$ cat config.mk
export PLATFORM = sky130hd
export DESIGN_NAME = bnn_seq_ctrl_flat
export DESIGN_NICKNAME = d
export VERILOG_FILES = /design/src/rtl/bnn_seq_ctrl_if.sv /design/src/rtl/bnn_seq_ctrl.sv /design/src/flat_wrapper.sv
export SDC_FILE = /design/constraint.sdc
export NUM_CORES = 1
export LEC_CHECK = 0
export BUFFER_PORTS_ARGS = -buffer_cell sky130_fd_sc_hd__buf_2
export CORE_ASPECT_RATIO = 1.5
export CORE_MARGIN = 1.5
export CORE_UTILIZATION = 55
export DETAILED_ROUTE_END_ITERATION = 16
export PLACE_DENSITY_LB_ADDON = 0.25
export SLEW_MARGIN = 20
export SYNTH_ARGS = -nofsm -noshare
export SYNTH_HDL_FRONTEND = slang
export SYNTH_SLANG_ARGS = --single-unit
$ cat constraint.sdc
create_clock -name clk -period 7.4 [get_ports clk]
set_input_delay 0.74 -clock clk [delete_from_list [all_inputs] [get_ports clk]]
set_output_delay 0.74 -clock clk [all_outputs]
set_load 0.1 [all_outputs]
$ cat src/rtl/bnn_seq_ctrl_if.sv
// Feature-in / class-out handshake bundle for the sequential BNN classifier.
// The slave side belongs to the classifier; the master side to its environment.
interface bnn_seq_ctrl_if #(
  parameter int N = 11,
  parameter int B = 4,
  parameter int M = 40,
  parameter int C = 7
);
  logic [N*B-1:0]         inp;
  logic                   in_valid;
  logic                   in_ready;
  logic [$clog2(C)-1:0]   klass;
  logic [$clog2(M+1)-1:0] max_score;
  logic                   out_valid;
  logic                   out_ready;
  logic                   busy;

  modport master (
    output inp,
    output in_valid,
    output out_ready,
    input  in_ready,
    input  klass,
    input  max_score,
    input  out_valid,
    input  busy
  );

  modport slave (
    input  inp,
    input  in_valid,
    input  out_ready,
    output in_ready,
    output klass,
    output max_score,
    output out_valid,
    output busy
  );
endinterface

$ cat src/rtl/bnn_seq_ctrl.sv
// Time-multiplexed binarized two-layer classifier: one hidden neuron
// per clock, all class scores in parallel, then a serial argmax.
module bnn_seq_ctrl #(
  parameter int N = 11,
  parameter int M = 40,
  parameter int B = 4,
  parameter int C = 7,
  parameter logic [M*N-1:0] W1 = '0,
  parameter logic [C*M-1:0] W2 = '0
) (
  input logic           clk,
  input logic           rst_n,
  bnn_seq_ctrl_if.slave bus
);
  localparam int JW = (M > 1) ? $clog2(M) : 1;
  localparam int KW = $clog2(C);
  localparam int SW = $clog2(M + 1);
  localparam int PW = $clog2(N + 1) + B;

  typedef enum logic [1:0] {
    S_IDLE,
    S_HIDDEN,
    S_ARGMAX,
    S_DONE
  } state_t;

  state_t r_state;
  state_t w_next;

  logic [N*B-1:0] r_feat;
  logic [JW-1:0]  r_j;
  logic [KW-1:0]  r_k;
  logic [SW-1:0]  r_score [C];
  logic [KW-1:0]  r_best_k;
  logic [SW-1:0]  r_best_s;

  logic [N-1:0]   w_w1row [M];
  logic [M-1:0]   w_w2row [C];
  logic [B-1:0]   w_inm [N];
  logic [PW-1:0]  w_pos;
  logic [PW-1:0]  w_neg;
  logic           w_mid;
  logic [C-1:0]   w_inc;
  logic           w_j_last;
  logic           w_k_last;

  // Weight rows sliced once so the datapath only needs small indices
  for (genvar gj = 0; gj < M; gj++) begin : g_w1
    assign w_w1row[gj] = W1[gj*N +: N];
  end

  for (genvar gk = 0; gk < C; gk++) begin : g_w2
    assign w_w2row[gk] = W2[gk*M +: M];
  end

  for (genvar gi = 0; gi < N; gi++) begin : g_inm
    assign w_inm[N-1-gi] = r_feat[gi*B +: B];
  end

  always_comb begin
    w_pos = '0;
    w_neg = '0;
    for (int i = 0; i < N; i++) begin
      if (w_w1row[r_j][i]) begin
        w_pos = w_pos + PW'(w_inm[i]);
      end else begin
        w_neg = w_neg + PW'(w_inm[i]);
      end
    end
  end

  assign w_mid = (w_pos >= w_neg);

  always_comb begin
    w_inc = '0;
    for (int k = 0; k < C; k++) begin
      w_inc[k] = w_w2row[k][r_j] ? w_mid : ~w_mid;
    end
  end

  assign w_j_last = (r_j == JW'(M - 1));
  assign w_k_last = (r_k == KW'(C - 1));

  always_ff @(posedge clk) begin
    if (!rst_n) begin
      r_state <= S_IDLE;
    end else begin
      r_state <= w_next;
    end
  end

  always_comb begin
    w_next = r_state;
    unique case (r_state)
      S_IDLE:   if (bus.in_valid) w_next = S_HIDDEN;
      S_HIDDEN: if (w_j_last) w_next = S_ARGMAX;
      S_ARGMAX: if (w_k_last) w_next = S_DONE;
      S_DONE:   if (bus.out_ready) w_next = S_IDLE;
      default:  w_next = S_IDLE;
    endcase
  end

  always_ff @(posedge clk) begin
    if (!rst_n) begin
      r_feat   <= '0;
      r_j      <= '0;
      r_k      <= '0;
      r_best_k <= '0;
      r_best_s <= '0;
      for (int k = 0; k < C; k++) begin
        r_score[k] <= '0;
      end
    end else begin
      unique case (r_state)
        S_IDLE: begin
          if (bus.in_valid) begin
            r_feat <= bus.inp;
            r_j    <= '0;
            for (int k = 0; k < C; k++) begin
              r_score[k] <= '0;
            end
          end
        end
        S_HIDDEN: begin
          for (int k = 0; k < C; k++) begin
            r_score[k] <= r_score[k] + SW'(w_inc[k]);
          end
          if (w_j_last) begin
            r_j <= '0;
            r_k <= '0;
          end else begin
            r_j <= r_j + JW'(1);
          end
        end
        S_ARGMAX: begin
          // Strict compare keeps the lowest index on ties
          if (r_k == '0 || r_score[r_k] > r_best_s) begin
            r_best_k <= r_k;
            r_best_s <= r_score[r_k];
          end
          r_k <= r_k + KW'(1);
        end
        default: begin
        end
      endcase
    end
  end

  assign bus.in_ready  = (r_state == S_IDLE);
  assign bus.out_valid = (r_state == S_DONE);
  assign bus.busy      = (r_state == S_HIDDEN) || (r_state == S_ARGMAX);
  assign bus.klass     = r_best_k;
  assign bus.max_score = r_best_s;
endmodule

$ cat src/flat_wrapper.sv
// flat-port wrapper written by rule: the top's interface ports become plain ports
module bnn_seq_ctrl_flat 
#(
  parameter int N = 11,
  parameter int M = 40,
  parameter int B = 4,
  parameter int C = 7,
  parameter logic [M*N-1:0] W1 = '0,
  parameter logic [C*M-1:0] W2 = '0
)
  (clk, rst_n, bus_inp, bus_in_valid, bus_out_ready, bus_in_ready, bus_klass, bus_max_score, bus_out_valid, bus_busy);
  bnn_seq_ctrl_if #(.N(N), .B(B), .M(M), .C(C)) bus_i ();
  input logic clk;
  input logic rst_n;
  input wire logic [$bits(bus_i.inp)-1:0] bus_inp;
  input wire logic [$bits(bus_i.in_valid)-1:0] bus_in_valid;
  input wire logic [$bits(bus_i.out_ready)-1:0] bus_out_ready;
  output wire logic [$bits(bus_i.in_ready)-1:0] bus_in_ready;
  output wire logic [$bits(bus_i.klass)-1:0] bus_klass;
  output wire logic [$bits(bus_i.max_score)-1:0] bus_max_score;
  output wire logic [$bits(bus_i.out_valid)-1:0] bus_out_valid;
  output wire logic [$bits(bus_i.busy)-1:0] bus_busy;
  assign bus_i.inp = bus_inp;
  assign bus_i.in_valid = bus_in_valid;
  assign bus_i.out_ready = bus_out_ready;
  assign bus_in_ready = bus_i.in_ready;
  assign bus_klass = bus_i.klass;
  assign bus_max_score = bus_i.max_score;
  assign bus_out_valid = bus_i.out_valid;
  assign bus_busy = bus_i.busy;
  bnn_seq_ctrl #(.N(N), .M(M), .B(B), .C(C), .W1(W1), .W2(W2)) u_core (.clk(clk), .rst_n(rst_n), .bus(bus_i));
endmodule
==> impl_metrics.py <==
metrics = {
    "clocking": {
        "numCtsBuffers": 9,
        "cts_root_buffer": "clkbuf_16",
        "clkLatencyLatePin_ns": 0.36,
        "cts.path.max_buffers": 2,
        "cts_tree": "done",
        "ctsHtreeMaxLevel": 3,
        "path_clk_slew_ns": 0.08,
        "clock-sinks": 109,
    },
    "logic_synthesis": {
        "ys_top_cells_by_area": "dfxtp_1, edfxtp_1, ha_1",
        "synth.avg_cell_area_um2": 9.98,
        "syn_nets": 805,
        "synth_top_cell_by_area": "dfxtp_1",
        "synth_seq_cells": 109,
        "ys_seq_area_frac": 0.375,
        "synth_edf_count": 36,
        "synth_top_flop_cell": "dfxtp_1",
        "synthDominantCellAreaShare": 0.216,
        "syn_area_um2": 6780,
        "ys_async_sr_fraction": 0,
        "syn_inst": 679,
        "yosysWarnings": 0,
        "synth_cell_types": 54,
    },
    "timing": {
        "timing_hold_violations_final": 0,
        "finClkSkew_ns": 0.0149,
        "finalSetupTns_ns": -23.73,
        "setup_viol": 42,
        "setup_ws_ns": -0.692,
        "tightest_slew_ns": 0.879,
        "max_freq_mhz": 124,
        "period_minus_slack_ns": 8.09,
        "period_share": 1.09,
        "slew_viol_final": 0,
        "relSlewSlack": 0.412,
        "rsz0062_at_grt": "yes",
    },
    "place": {
        "place_ws_ns": -0.785,
        "port_buffers": 59,
        "dp.cells": 907,
        "gp_congestion": 0.837,
        "dp_hpwl_um": 10900,
    },
    "global_routing": {
        "grt_pass1_vias": 5501,
        "grt_max_degree": 45,
        "grt_pass1_wl_um": 25000,
        "gr-total-overflow": 0,
        "track_usage": 0.238,
        "grt_antenna_before_repair": 0,
    },
    "drt": {
        "dr.pass1.iters": 5,
        "first_iter_violations": 187,
        "wl_per_cell_um": 15.5,
        "antenna_left": 0,
        "drt_wl_total_um": 14400,
        "avgViaCountPerCell": 5.70,
        "vias": 5289,
        "drc": 0,
    },
    "floorplanning": {
        "die-width_um": 93.6,
        "dieArea_um2": 13000,
        "pin_count": 60,
        "core_area_um2": 12000,
        "start_util": 0.564,
        "die_h_um": 139,
        "rows": 49,
    },
    "flow_run": {
        "drv_cap": 0,
    },
    "outcome": {
        "status": "finished with violations",
        "violations": "setup timing",
    },
    "setup_path": {
        "critPathSlowestCell": "fa_1",
        "max_stage_delay_ns": 0.55,
        "cp_data_required_time_ns": 7.48,
        "critical_path_class": "reg2reg",
        "end_kind": "flop",
        "start_kind": "flop",
        "r2r_slack_ns": -0.69,
        "cp_max_fo": 7,
        "arrival_ns": 8.17,
        "path_common_cell": "fa_1",
    },
    "hold_path": {
        "hp-class": "reg2reg",
    },
    "finish": {
        "diodes": 0,
        "drive_gt1_frac": 0.243,
        "fin_nets": 896,
        "instances_no_fill": 928,
        "syn2layout_area_growth_pct": 19.4,
    },
}
## cell usage after synthesis, types with 2 or more instances
library cell,count
dfxtp_1,73
xnor3_1,3
nand3_1,17
nand3b_1,2
nand4_1,4
mux2i_1,16
a21oi_1,26
o211ai_1,2
nand4b_1,2
o211a_1,3
nor2b_1,11
edfxtp_1,36
nand2_1,38
buf_1,2
ha_1,68
o21ai_0,30
and3_1,16
nand2b_1,11
xnor2_1,38
and2_1,4
a22oi_1,2
inv_1,44
o21a_1,2
o22ai_1,2
mux4_2,6
xor2_1,25
mux2_2,5
a21o_1,18
nor2_1,63
fa_1,10
a32oi_1,2
a22o_1,37
a211oi_1,7
o21bai_1,7
nor3_1,9
clkbuf_1,20
## kinds of logic (layout without fill, tap and decap cells)
logic type	Yosys count	after routing	synth area share
XOR/XNOR	68	68	0.0973
AO/OA/AOI/OAI	146	146	0.152
adder cells (fa/ha/maj)	78	78	0.155
buffers and inverters	66	162	0.0366
AND/OR/NAND/NOR	185	185	0.132
flip-flops	109	109	0.375
multiplexers	27	27	0.0519
## timing repair
action,in CTS,in global routing
hold buffers,0,0
resized for setup,10,10
buffers inserted,2,3
pin swaps,3,5
cloned,0,0
endpoints found under the setup margin,42,42
## area by class of cell
| cell class | instances | area [um^2] |
|---|---|---|
| tap | 153 | 191 |
| sequential | 109 | 2540 |
| inverter | 44 | 165 |
| clock buffer | 10 | 229 |
| fill | 947 | 3920 |
| multi-input combinational | 504 | 4290 |
| clock inverter | 6 | 52.6 |
| timing repair buffer | 102 | 618 |
## placed cells by master (no fill, tap or decap), drive strengths merged, types with 31 or more instances in the layout
cell	instances
a22o	37
buf	102
dfxtp	73
edfxtp	36
ha	68
inv	48
nand2	38
nor2	63
o21ai	31
xnor2	38
## through the flow
stage / util / area (um^2) / hold slack [ns]
after floorplan: - / 6980 / 0.454
after global placement: 0.639 / 7680 / 0.466
after detailed placement: 0.639 / 7680 / 0.476
after CTS: 0.668 / 8030 / 0.496
after global routing: 0.673 / 8090 / 0.523
final: 0.673 / 8090 / 0.490
## sequential cells by signal, indices dropped and copies added, names as in the netlist, named ones only
signal / count
u_core.r_score: 42
u_core.r_k: 3
u_core.r_feat: 44
u_core.bus.max_score: 6
u_core.r_j: 6
u_core.r_state: 2
u_core.bus.klass: 3
## critical path, delay by kind of cell, from the launching register on
family	cells	cell delay (ns)
buf+inv	8	0.76
mux	1	0.26
compound gates	5	0.99
fa+ha+maj	12	4.89
flops	1	0.34
simple gates	3	0.23
xor+xnor	2	0.35
## routing by layer
metal	wire, um	up-vias	track usage
met2	8120	92	0.451
met4	291	0	0.0738
met3	389	23	0.0356
met1	5610	2576	0.265
met5	0	-	0
li1	-	2598	-
## worst paths after layout
kind,startpoint,to,cells after the start
max,u_core.r_feat[40],u_core.r_score[6][4],31
min,u_core.r_feat[20],u_core.r_feat[20],1
max reg2reg,u_core.r_feat[40],u_core.r_score[6][4],31
min reg2reg,u_core.r_feat[20],u_core.r_feat[20],1
Power is left out: the tool's default activity adds up to more than one toggle a clock period on the data nets, which glitch-free logic cannot reach.
